<file path="config.mk">
export PLATFORM = sky130hd
export DESIGN_NAME = sonar_scan_uc
export DESIGN_NICKNAME = d
export VERILOG_FILES = /design/src/rtl/sonar_scan_uc.sv
export SDC_FILE = /design/constraint.sdc
export NUM_CORES = 1
export LEC_CHECK = 0
export CAP_MARGIN = 20
export CORE_MARGIN = 4
export CORE_UTILIZATION = 40
export CTS_CLUSTER_DIAMETER = 200
export DETAILED_ROUTE_END_ITERATION = 8
export SETUP_SLACK_MARGIN = 0.2
export SLEW_MARGIN = 30
export SYNTH_ARGS = -nofsm -noshare
export SYNTH_HDL_FRONTEND = slang
export SYNTH_SLANG_ARGS = --single-unit
</file>
<file path="constraint.sdc">
create_clock -name clock -period 4.1 [get_ports clock]
set_input_delay 1.025 -clock clock [delete_from_list [all_inputs] [get_ports clock]]
set_output_delay 1.025 -clock clock [all_outputs]
set_load 0.02 [all_outputs]
</file>
<file path="src/rtl/sonar_scan_uc.sv">
// Sonar scan control unit: sweeps the servo over N_POS positions, triggers a
// measurement at each one and streams N_DIGITS characters of the result.
module sonar_scan_uc #(
   parameter int N_DIGITS        = 4,
   parameter int N_POS           = 8,
   parameter int INTERVAL_CYCLES = 50000000,
   parameter int TIMEOUT_CYCLES  = 2000000,
   localparam int DW = (N_DIGITS > 1) ? $clog2(N_DIGITS) : 1,
   localparam int PW = (N_POS > 1) ? $clog2(N_POS) : 1
) (
   input  logic          clock,
   input  logic          reset,
   input  logic          ligar,
   input  logic          modo,
   input  logic          fim_medida,
   input  logic          fim_transmissao,
   output logic          zera,
   output logic          medir_distancia,
   output logic          transmitir,
   output logic [DW-1:0] digito,
   output logic [PW-1:0] posicao,
   output logic          direcao,
   output logic          erro,
   output logic          pronto,
   output logic [3:0]    db_estado
);

   localparam int TW = (TIMEOUT_CYCLES > 1) ? $clog2(TIMEOUT_CYCLES) : 1;
   localparam int IW = (INTERVAL_CYCLES > 1) ? $clog2(INTERVAL_CYCLES) : 1;

   localparam logic [3:0] INICIAL            = 4'h0;
   localparam logic [3:0] PREPARACAO         = 4'h1;
   localparam logic [3:0] MEDIR              = 4'h2;
   localparam logic [3:0] ESPERA_MEDIDA      = 4'h3;
   localparam logic [3:0] TRANSMISSAO        = 4'h4;
   localparam logic [3:0] ESPERA_TRANSMISSAO = 4'h5;
   localparam logic [3:0] PROXIMO_DIGITO     = 4'h6;
   localparam logic [3:0] PROXIMA_POSICAO    = 4'h7;
   localparam logic [3:0] ESPERA_INTERVALO   = 4'h8;
   localparam logic [3:0] TIMEOUT            = 4'h9;
   localparam logic [3:0] FIM                = 4'hA;

   localparam logic [DW-1:0] DIG_LAST = DW'(N_DIGITS - 1);
   localparam logic [PW-1:0] POS_LAST = PW'(N_POS - 1);
   localparam logic [PW-1:0] POS_PEN  = PW'(N_POS - 2);
   localparam logic [PW-1:0] POS_ONE  = PW'(1);
   localparam logic [TW-1:0] TMO_LAST = TW'(TIMEOUT_CYCLES - 1);
   localparam logic [IW-1:0] INT_LAST = IW'(INTERVAL_CYCLES - 1);

   logic [3:0]    state, state_n;
   logic [TW-1:0] tmo_cnt;
   logic [IW-1:0] int_cnt;
   logic          modo_r;
   logic          sweep_done;

   assign sweep_done = modo_r && (posicao == POS_LAST);

   always_comb begin
      state_n = state;
      case (state)
         INICIAL:            if (ligar) state_n = PREPARACAO;
         PREPARACAO:         state_n = MEDIR;
         MEDIR:              state_n = ESPERA_MEDIDA;
         ESPERA_MEDIDA: begin
            // a result arriving on the last allowed cycle beats the timeout
            if (fim_medida)               state_n = TRANSMISSAO;
            else if (tmo_cnt == TMO_LAST) state_n = TIMEOUT;
         end
         TRANSMISSAO:        state_n = ESPERA_TRANSMISSAO;
         ESPERA_TRANSMISSAO: begin
            if (fim_transmissao)
               state_n = (digito == DIG_LAST) ? PROXIMA_POSICAO : PROXIMO_DIGITO;
         end
         PROXIMO_DIGITO:     state_n = TRANSMISSAO;
         PROXIMA_POSICAO:    state_n = sweep_done ? FIM : ESPERA_INTERVALO;
         ESPERA_INTERVALO: begin
            if (int_cnt == INT_LAST) state_n = ligar ? PREPARACAO : INICIAL;
         end
         TIMEOUT:            state_n = PROXIMA_POSICAO;
         FIM:                if (!ligar) state_n = INICIAL;
         default:            state_n = INICIAL;
      endcase
   end

   always_ff @(posedge clock or posedge reset) begin
      if (reset) begin
         state   <= INICIAL;
         tmo_cnt <= '0;
         int_cnt <= '0;
         digito  <= '0;
         posicao <= '0;
         direcao <= 1'b0;
         erro    <= 1'b0;
         modo_r  <= 1'b0;
      end else begin
         state <= state_n;

         tmo_cnt <= (state == ESPERA_MEDIDA) ? tmo_cnt + 1'b1 : '0;
         int_cnt <= (state == ESPERA_INTERVALO) ? int_cnt + 1'b1 : '0;

         if (state == INICIAL) begin
            modo_r  <= modo;
            digito  <= '0;
            posicao <= '0;
            direcao <= 1'b0;
            if (ligar) erro <= 1'b0;
         end

         if (state == PREPARACAO)     digito <= '0;
         if (state == PROXIMO_DIGITO) digito <= digito + 1'b1;
         if (state == TIMEOUT)        erro   <= 1'b1;

         // bounce at both ends so the servo never jumps across the sweep
         if (state == PROXIMA_POSICAO && !sweep_done) begin
            if (!direcao) begin
               if (posicao == POS_LAST) begin
                  direcao <= 1'b1;
                  posicao <= POS_PEN;
               end else begin
                  posicao <= posicao + 1'b1;
               end
            end else begin
               if (posicao == '0) begin
                  direcao <= 1'b0;
                  posicao <= POS_ONE;
               end else begin
                  posicao <= posicao - 1'b1;
               end
            end
         end
      end
   end

   assign zera            = (state == INICIAL) || (state == PREPARACAO);
   assign medir_distancia = (state == MEDIR);
   assign transmitir      = (state == TRANSMISSAO);
   assign pronto          = (state == FIM);
   assign db_estado       = (state <= FIM) ? state : 4'hF;

endmodule

</file>
After elaboration in Yosys (flattened, before gate mapping)
Index checks and enable logic that the tools add are counted.

Output and inout port bits: 15. Register bits: 59. Input bits: 6.

Eq/ne operators: 19. Mux-type cells: 29. Reductions and logical operators: 12. Magnitude comparators: 1. $add $sub $neg: 5.

Operator list (number): one-hot mux 4 bit (11 select lines) (1); two-way mux 4 bit (7); adder 26 x 1 -> 26 bit, second input constant (1); equality test 26 bit, second input constant (1); two-way mux 26 bit (1); adder 21 x 1 -> 21 bit, second input constant (1); equality test 21 bit, second input constant (1); two-way mux 21 bit (1); equality test 4 x 3 -> 1 bit, second input constant (4); two-way mux 3 bit (5); equality test 4 bit, second input constant (3); two-way mux 1 bit (10); equality test 4 x 2 -> 1 bit, second input constant (2); two-way mux 2 bit (4); inequality test 2 bit, second input constant (4); nonzero test 2 bit (3); AND reduction 5 bit (1); equality test 4 x 1 -> 1 bit, second input constant (1); <= comparator 4 bit, second input constant (1); zero test 4 bit (1); adder 3 x 1 -> 3 bit, second input constant (1); equality test 3 bit, second input constant (1); zero test 3 bit (1); inequality test 3 bit, second input constant (1); other kinds (8) (9).

Longest topological paths before layout
Gate-level depths: netlist of run 1.

Depth in word-level cells: 5. Gate-level depth with buffers: 7. Gate-level depth less buffers: 7.

Worst setup path before layout of run 1
Ideal clock, no wire load.

Path kind: register to output. Start point: reg state[0]. End point: out transmitir. Arrival time: 1.251 ns. Stages on the path, launching flop included: 4. Required time: 3.075 ns. Slack: 1.824 ns. Cells stage by stage: dfrtp_1 buf_2 clkbuf_1 nor3_1.

Word-level cells in the longest chain between the ends: 1.

Ends and longest elaborated chain: start, declared (line 50) `logic [3:0] state, state_n;`; start signal, assigned (line 96) `state <= state_n;`; equality test 4 x 3 -> 1 bit (line 136) `assign transmitir = (state == TRANSMISSAO);`; end, declared (line 19) `output logic transmitir,`.

Every way passes these cells.

Worst setup path after layout of run 1
Start point: reg state[0]. End point: out pronto.

Word-level cells in the longest chain between the ends: 1.

Ends and longest elaborated chain: equality test 4 bit (line 137) `assign pronto = (state == FIM);`; end, declared (line 24) `output logic pronto,`.

Every way passes these cells.

==> flow_metrics.py, run 1 <==
metrics = {
    "run_status": {
        "outcome": "completed",
    },
    "sta": {
        "final.period_utilization_pct": 77.1,
        "finalCriticalPeriod_ns": 3.16,
        "relSlewSlack_pct": 42.0,
        "maxSlewViolCount": 0,
        "tns_ns": 0,
        "setup_viol_count_final": 0,
        "fmax_mhz": 316,
        "tightest_slew_ns": 0.870,
        "rsz0062_at_grt": "false",
        "clock_skew_ns": 0.00668,
        "finalHoldViolCount": 0,
        "fin_ws_ns": 0.937,
    },
    "drt": {
        "drc_errors": 0,
        "drt.antenna.violating_nets": 0,
        "wirelength_um": 6520,
        "wl_per_cell_um": 13.9,
        "vias": 2500,
        "drtIter0Drc": 109,
        "first_pass_iters": 4,
        "avgViaCountPerCell": 5.31,
    },
    "global_route": {
        "grt_pass1_vias": 2462,
        "antenna_found_initial": 0,
        "grt_max_degree": 28,
        "top_usage_layer": "met2",
        "use_met3_pct": 3.58,
        "grt_pass1_wl_um": 11500,
        "grt-ovfl-total": 0,
        "met2_usage_pct": 21.1,
        "use_met1_pct": 19.2,
        "grt_util_all_layers_pct": 14.5,
    },
    "place": {
        "gp_congestion": 0.894,
        "post-place-ws_ns": 1.30,
        "hpwl_um": 4560,
        "port_buffers": 20,
    },
    "clocking": {
        "clk_latency_ns": 0.34,
        "path_clk_slew_ns": 0.06,
        "root_buffer": "clkbuf_8",
        "clk_path_buf_depth": 2,
        "clock-sinks": 59,
        "cts-resized-gates": 0,
        "cts_tree": "built",
        "h-tree-depth": 3,
        "numCtsBuffers": 9,
        "cts_hold_buf": 0,
        "post_cts_buffers": 0,
    },
    "worst_setup_path": {
        "required_ns": 3.07,
        "cp.arrival_ns": 2.14,
        "cp_max_fo": 20,
        "start_kind": "flop",
        "reg2reg_from": "state[0]$_DFFE_PP0P_",
        "rrSetupSlack_ns": 1.83,
        "cp-end-kind": "output port",
        "path_class": "flop to output port",
        "r2r_cells": 5,
        "critPathLaunch": "state[0]$_DFFE_PP0P_",
    },
    "layout": {
        "multi_input_area_sq_um": 1740,
        "nNetsFinal": 374,
        "syn_to_final_growth_pct": 13.2,
        "regArea_sq_um": 1480,
        "antenna_cells": 0,
        "layout-drive-gt1-share_pct": 9.84,
        "finish.utilization_pct": 46.4,
        "fillers": 785,
    },
    "synth": {
        "synth.area.top_cells": "dfrtp_1, xnor2_1, nor2_1",
        "synth_ff_type": "dfrtp_1",
        "async_reset_ff_share_pct": 100,
        "synth_mux_area_share_pct": 0.970,
        "ys_ff_latch": 59,
        "yosys.area_share.simple_pct": 29.4,
        "syn_inst": 343,
        "synth_cell_types": 53,
        "yosysTopAreaCell": "dfrtp_1",
        "synth_edf_count": 0,
        "synth_area_sq_um": 3350,
        "synth_top_family_by_area": "simple AND/OR/NAND/NOR gates",
        "ys_seq_area_share_pct": 44.0,
        "synth_fa_ha_area_share_pct": 2.61,
        "netlist.area_leader.share_pct": 44.0,
        "syn-num-nets": 356,
        "avgSynthCellArea_sq_um": 9.78,
        "yosysWarnings": 0,
        "synth-xor-area-share_pct": 9.66,
        "synth_compound_area_share_pct": 9.14,
    },
    "worst_hold_path": {
        "hp-class": "flop to flop",
        "min_from": "tmo_cnt[0]$_DFF_PP0_",
        "whs_path_depth": 1,
    },
    "die": {
        "dieArea_sq_um": 9910,
        "core_sq_um": 8180,
        "ios": 21,
        "rows": 33,
        "die_h_um": 99.6,
        "die_x_um": 99.6,
        "start_util_pct": 41.0,
    },
    "pwr": {
        "p_per_area_nw_per_um2": 482,
        "ir_drop_mv": 0.189,
        "fin_total_pwr_mw": 1.83,
        "leakage_nw": 1.51,
    },
    "flow_run": {
        "drv_cap": 0,
    },
}
-- cell type report --
class                      instances  area share [%]
sequential                        59            38.9
clock inverter                     2           0.923
multi-input combinational        256            45.8
tap                              105            3.46
clock buffer                      14            4.02
inverter                          13            1.29
timing repair buffer              22            5.67
-- metrics by stage --
step / instances / area, sq um / hold slack (ns)
after floorplan: 343 / 3350 / 0.453
after global placement: 455 / 3610 / 0.479
after detailed placement: 455 / 3610 / 0.481
after CTS: 471 / 3800 / 0.492
after global routing: 471 / 3800 / 0.500
final: 471 / 3800 / 0.486
-- layer usage --
layer	routed length [um]	up-vias
li1	-	1247
met1	3200	1202
met2	2920	36
met3	228	15
met4	179	0
met5	0	-
-- cells in the final DEF (no fill, tap or decap), drive strengths merged, types with 2 or more instances in the layout --
| master | Yosys | routed |
|---|---|---|
| dfrtp | 59 | 59 |
| nor2 | 46 | 46 |
| nand2 | 27 | 27 |
| xnor2 | 21 | 21 |
| nand3 | 21 | 21 |
| clkdlybuf4s50 | 0 | 20 |
| o21ai | 16 | 16 |
| xor2 | 16 | 16 |
| nor3 | 14 | 14 |
| clkbuf | 8 | 14 |
| inv | 13 | 13 |
| nor4 | 12 | 12 |
| nand4 | 11 | 11 |
| a21oi | 10 | 10 |
| and4 | 8 | 8 |
| or3 | 7 | 7 |
| ha | 7 | 7 |
| nor2b | 4 | 4 |
| a22o | 3 | 3 |
| a32o | 3 | 3 |
| and3 | 3 | 3 |
| o31ai | 3 | 3 |
| o41ai | 2 | 2 |
| nand2b | 2 | 2 |
| a21o | 2 | 2 |
| o22ai | 2 | 2 |
| buf | 7 | 2 |
| nor3b | 2 | 2 |
| nor4b | 2 | 2 |
| mux2 | 2 | 2 |
-- cell families after synthesis --
family | Yosys count
AO/OA/AOI/OAI | 46
multiplexers | 3
AND/OR/NAND/NOR | 163
XOR/XNOR | 37
adder cells (fa/ha/maj) | 7
flip-flops | 59
buffers and inverters | 28
-- Yosys cell counts, drive strengths merged (2+ instances only) --
cell / count
nor3: 14
a21oi: 10
a21o: 2
nor4b: 2
nand2: 27
nor2b: 4
xor2: 16
ha: 7
and3: 3
a22o: 3
o21ai: 16
nor2: 46
o41ai: 2
nand4: 11
nor4: 12
mux2: 2
o22ai: 2
inv: 13
a32o: 3
nand2b: 2
or3: 7
nand3: 21
o31ai: 3
buf: 7
dfrtp: 59
nor3b: 2
clkbuf: 8
and4: 8
xnor2: 21
-- final timing paths --
check / to
worst max register to register: state[3]$_DFFE_PP0P_
worst min-delay path: tmo_cnt[0]$_DFF_PP0_
max in group asynchronous: erro$_DFFE_PP0P_
min in group asynchronous: tmo_cnt[12]$_DFF_PP0_
worst min register to register: tmo_cnt[0]$_DFF_PP0_
worst max-delay path: pronto
-- registers in the layout (all words and copies together) (netlist names) --
| name | flops |
|---|---|
| posicao | 3 |
| int_cnt | 26 |
| digito | 2 |
| modo_r | 1 |
| erro | 1 |
| tmo_cnt | 21 |
| state | 4 |
| direcao | 1 |
-- power by group --
part | leakage, nW | internal (mW) | switching, mW | total, mW
registers | 0.814 | 0.633 | 0.112 | 0.744
logic | 0.601 | 0.249 | 0.320 | 0.569
clock network | 0.0947 | 0.297 | 0.220 | 0.517
-- critical path: stages, from the launching register on --
cell	delay, ns
dfrtp_1	0.60
nand2b_1	0.30
nor2_1	0.25
clkdlybuf4s50_1	0.65
(Power assumes the default switching activity.)
==> run 2, diff against run 1 <==
- clock period: 4.1 -> 2.9 ns (I/O delays scaled with it)
==> run 2 against run 1 <==
Combinational power is 56% higher. Register-to-register slack got worse by 0.81 ns. Worst hold slack gained 0.016 ns. Die area is the same. Global-route usage is 0.23 points higher. Clock power increased by 31%. Critical path type unchanged.
==> flow_metrics.py, run 2 (synthesis gave the netlist of run 1 again) <==
metrics = {
    "run_status": {
        "outcome": "completed",
    },
    "worst_setup_path": {
        "path_class": "flop to output port",
        "required_ns": 2.17,
        "start_kind": "flop",
        "rrSetupSlack_ns": 1.02,
        "cp.arrival_ns": 1.88,
        "cp-end-kind": "output port",
        "cp_max_fo": 13,
    },
    "clocking": {
        "cts_tree": "built",
        "clk_latency_ns": 0.34,
        "post_cts_buffers": 0,
        "cts_hold_buf": 0,
        "root_buffer": "clkbuf_8",
        "numCtsBuffers": 9,
        "clk_path_buf_depth": 2,
        "cts-resized-gates": 4,
        "path_clk_slew_ns": 0.07,
        "clock-sinks": 59,
        "h-tree-depth": 3,
    },
    "sta": {
        "tightest_slew_ns": 0.887,
        "final.period_utilization_pct": 89.9,
        "tns_ns": 0,
        "finalHoldViolCount": 0,
        "rsz0062_at_grt": "false",
        "setup_viol_count_final": 0,
        "relSlewSlack_pct": 40.8,
        "clock_skew_ns": 0.0155,
        "fmax_mhz": 383,
        "finalCriticalPeriod_ns": 2.61,
        "maxSlewViolCount": 0,
    },
    "layout": {
        "nNetsFinal": 377,
        "final_common_cell": "dfrtp_1",
        "top_register": "int_cnt",
        "syn_to_final_growth_pct": 14.2,
        "antenna_cells": 0,
        "reg.largest.list": "int_cnt x26, tmo_cnt x21, state x4",
        "largest_reg_flops": 26,
        "layout-drive-gt1-share_pct": 12.7,
        "mostFrequentLayoutCells": "dfrtp_1, nor2_1, nand2_1",
    },
    "global_route": {
        "grt_util_all_layers_pct": 14.7,
        "grt_pass1_vias": 2404,
        "grt_max_degree": 41,
        "grt-ovfl-total": 0,
        "grt_pass1_wl_um": 11800,
        "antenna_found_initial": 0,
    },
    "pwr": {
        "p_comb_share_pct": 34.4,
        "ir_drop_mv": 0.234,
        "fin_total_pwr_mw": 2.58,
        "power_switching_mw": 0.964,
        "switching_share_pct": 37.4,
        "leakage_nw": 1.54,
        "power.internal_mw": 1.61,
        "p_clk_share_pct": 26.2,
        "p_seq_share_pct": 39.4,
        "p_per_area_nw_per_um2": 673,
    },
    "die": {
        "die_x_um": 99.6,
        "rows": 33,
        "ios": 21,
        "core_sq_um": 8180,
        "die_h_um": 99.6,
        "start_util_pct": 41.0,
        "dieArea_sq_um": 9910,
    },
    "drt": {
        "drtIter0Drc": 66,
        "drc_errors": 0,
        "vias": 2536,
        "drt.antenna.violating_nets": 0,
        "avgViaCountPerCell": 5.35,
        "wl_per_cell_um": 14.3,
        "first_pass_iters": 4,
        "wirelength_um": 6780,
    },
    "place": {
        "hpwl_um": 4610,
        "gp_congestion": 0.871,
        "port_buffers": 20,
    },
    "worst_hold_path": {
        "hp-class": "flop to flop",
    },
    "flow_run": {
        "drv_cap": 0,
    },
}
==> run 2: cell types whose count changed in the layout (fill, tap and decap cells not counted), moves of 2 or more <==
cell             previous run  this run
clkbuf_1                    4         0
dfrtp_2                     0         3
dfrtp_1                    59        56
clkdlybuf4s50_1            20        18
clkinvlp_4                  0         3
buf_4                       2         4
==> run 2: power by group through the flow <==
stage	Sequential [mW]	Combinational, mW	Clock (mW)
after global routing	1.03	0.984	0.744
after CTS	1.01	0.902	0.698
after global placement	1.02	0.894	0
final	1.01	0.888	0.675
after floorplan	0.997	0.622	0
after detailed placement	1.02	0.901	0
==> run 2: path summary, 6_finish.rpt <==
check                                startpoint                     to  depth (start not counted)
min reg2reg                tmo_cnt[0]$_DFF_PP0_   tmo_cnt[0]$_DFF_PP0_                          1
max in group asynchronous                 reset   state[2]$_DFFE_PP0P_                          3
min                        tmo_cnt[0]$_DFF_PP0_   tmo_cnt[0]$_DFF_PP0_                          1
max                        state[1]$_DFFE_PP0P_        medir_distancia                          3
min in group asynchronous                 reset  tmo_cnt[11]$_DFF_PP0_                          2
max reg2reg                int_cnt[2]$_DFF_PP0_  int_cnt[21]$_DFF_PP0_                          5
==> run 2: layout make-up <==
| class | instances | area [sq um] |
|---|---|---|
| clock inverter | 6 | 41.3 |
| multi-input combinational | 256 | 1740 |
| inverter | 13 | 48.8 |
| clock buffer | 10 | 138 |
| tap | 105 | 131 |
| timing repair buffer | 25 | 251 |
| sequential | 59 | 1480 |
| fill | 796 | 4350 |
==> run 2: per-layer routing <==
metal  track usage (%)  part of all wire, %  vias to the layer above
met4              4.83                  1.2                        0
met5                 0                    0                        -
met1              19.9                   50                     1233
met2              22.5                   45                       37
li1                  -                    -                     1258
met3              4.49                  3.8                        8
==> run 2: critical path: stages, from the launching register on <==
cell and delay, ns:
dfrtp_2 0.53, nand2b_1 0.15, nor3_1 0.22, clkdlybuf4s50_1 0.65
==> run 2: through the flow <==
step	setup slack (ns)	util (%)	hold WS (ns)	cells	cell area (sq um)
finish	0.292	46.8	0.502	474	3830
global route	0.244	46.8	0.530	474	3830
CTS	0.244	46.8	0.501	474	3820
detailed placement	0.456	44.6	0.491	458	3640
global placement	0.505	44.6	0.476	458	3640
floorplan	0.719	-	0.453	343	3350
==> run 3, diff against run 2 <==
- PLACE_DENSITY_LB_ADDON: default -> 0.12
- clock period: 2.9 -> 2.76 ns (I/O delays scaled with it)
==> run 3 against run 2 <==
Sequential cell count unchanged. Die area unchanged. Utilization increased by 0.98 points. Wire length down 0.81%. Register-to-register slack lost 0.18 ns. Sequential share of layout area down 0.79 points. Power up 16%. Worst hold slack worse by 0.0088 ns. Clock-buffer cell count is 1 higher. Clock power up 42%. Largest cell class unchanged.
==> flow_metrics.py, run 3 (synthesis gave the netlist of run 1 again) <==
metrics = {
    "place": {
        "hpwl_um": 4550,
        "placed_cells": 458,
        "gp_congestion": 0.834,
        "port_buffers": 20,
    },
    "worst_setup_path": {
        "cp.arrival_ns": 1.75,
        "cp-end-kind": "output port",
        "required_ns": 2.07,
        "cp_max_fo": 13,
        "rrSetupSlack_ns": 0.84,
        "start_kind": "flop",
        "path_class": "flop to output port",
    },
    "clocking": {
        "path_clk_slew_ns": 0.06,
        "clock-sinks": 59,
        "clk_latency_ns": 0.34,
        "h-tree-depth": 3,
        "root_buffer": "clkbuf_8",
        "numCtsBuffers": 9,
        "cts_tree": "built",
        "clk_path_buf_depth": 2,
    },
    "pwr": {
        "p_per_area_nw_per_um2": 764,
        "ir_drop_mv": 0.300,
        "fin_total_pwr_mw": 2.98,
        "leakage_nw": 1.58,
    },
    "layout": {
        "fillers": 777,
        "final_common_cell": "dfrtp_1",
        "fin_cells": 477,
        "reg.largest.list": "int_cnt x26, tmo_cnt x21, state x4",
        "layout-drive-gt1-share_pct": 12.9,
        "syn_to_final_growth_pct": 16.6,
        "largest_reg_flops": 26,
        "top_register": "int_cnt",
        "mostFrequentLayoutCells": "dfrtp_1, nor2_1, nand2_1",
        "nNetsFinal": 380,
        "antenna_cells": 0,
    },
    "sta": {
        "finalCriticalPeriod_ns": 2.44,
        "final.period_utilization_pct": 88.6,
        "setup_viol_count_final": 0,
        "rsz0062_at_grt": "true",
        "finalHoldViolCount": 0,
        "tns_ns": 0,
        "tightest_slew_ns": 0.915,
        "fmax_mhz": 409,
        "clock_skew_ns": 0.0108,
        "whs_ns": 0.493,
        "relSlewSlack_pct": 39.0,
        "maxSlewViolCount": 0,
    },
    "die": {
        "die_h_um": 99.6,
        "ios": 21,
        "start_util_pct": 41.0,
        "rows": 33,
        "core_sq_um": 8180,
        "die_x_um": 99.6,
        "dieArea_sq_um": 9910,
    },
    "run_status": {
        "outcome": "completed",
    },
    "global_route": {
        "grt_pass1_wl_um": 11500,
        "grt-ovfl-total": 0,
        "grt_util_all_layers_pct": 14.4,
        "antenna_found_initial": 0,
        "use_met3_pct": 3.37,
        "top_usage_layer": "met2",
        "grt_pass1_vias": 2428,
        "met2_usage_pct": 21.4,
        "grt_max_degree": 47,
        "use_met1_pct": 20.0,
    },
    "drt": {
        "drtIter0Drc": 91,
        "drc_errors": 0,
        "avgViaCountPerCell": 5.25,
        "first_pass_iters": 5,
        "wirelength_um": 6730,
        "drt.antenna.violating_nets": 0,
        "wl_per_cell_um": 14.1,
        "vias": 2505,
    },
    "worst_hold_path": {
        "hp-class": "flop to flop",
    },
    "flow_run": {
        "drv_cap": 0,
    },
}
run 3: cell count changes in the layout (fill, tap and decap cells not counted):
| cell | previous run | this run |
|---|---|---|
| bufinv_16 | 0 | 3 |
| clkinvlp_4 | 3 | 0 |
| buf_4 | 4 | 7 |
| inv_1 | 11 | 12 |
| dlygate4sd2_1 | 1 | 3 |
| clkdlybuf4s50_1 | 18 | 17 |
| inv_2 | 2 | 1 |
| clkbuf_1 | 0 | 1 |
| dlymetal6s2s_1 | 1 | 0 |
| clkinv_4 | 1 | 0 |
run 3: layout make-up:
class	instances	area [sq um]	share of cell area, %
Inverter	13	48.8	1.25
Tap cell	105	131	3.36
Clock buffer	11	141	3.62
Multi-Input combinational cell	256	1740	44.5
Sequential cell	59	1480	37.9
Clock inverter	5	100	2.56
Timing Repair Buffer	28	269	6.88
run 3: repair_timing:
| action | in CTS | in global routing |
|---|---|---|
| endpoints found under the hold margin | 0 | 0 |
| resized for setup | 5 | 1 |
| setup endpoints to repair | 5 | 2 |
| buffers inserted | 0 | 3 |
| hold buffers | 0 | 0 |
run 3: metal layers:
| metal | routed length (um) | up-vias |
|---|---|---|
| met5 | 0 | - |
| met4 | 111 | 0 |
| met3 | 271 | 9 |
| met2 | 3000 | 41 |
| met1 | 3340 | 1199 |
| li1 | - | 1256 |
run 3: worst max-delay path: stages, from the launching register on:
cell	delay, ns
dfrtp_2	0.52
inv_1	0.17
o21ai_0	0.10
clkdlybuf4s50_1	0.62
run 3: power breakdown:
group	total (mW)	switching, mW	internal (mW)
combinational	0.960	0.538	0.422
sequential	1.06	0.118	0.945
clock	0.961	0.339	0.622
total	2.98	0.995	1.99
run 3: path summary, 6_finish.rpt:
kind                                        from                   end  cells after the start
min reg2reg                 tmo_cnt[0]$_DFF_PP0_  tmo_cnt[0]$_DFF_PP0_                      1
max reg2reg                tmo_cnt[12]$_DFF_PP0_  state[3]$_DFFE_PP0P_                      5
max                         state[1]$_DFFE_PP0P_          db_estado[1]                      3
min                         tmo_cnt[0]$_DFF_PP0_  tmo_cnt[0]$_DFF_PP0_                      1
min in group asynchronous                  reset  tmo_cnt[4]$_DFF_PP0_                      2
max in group asynchronous                  reset  state[0]$_DFFE_PP0P_                      3
run 3: through the flow:
stage / instance area, sq um / utilization, % / setup WS [ns]
global route: 3910 / 47.8 / 0.188
detailed placement: 3640 / 44.6 / 0.434
floorplan: 3350 / - / 0.614
CTS: 3880 / 47.5 / 0.227
global placement: 3640 / 44.6 / 0.427
finish: 3910 / 47.8 / 0.315
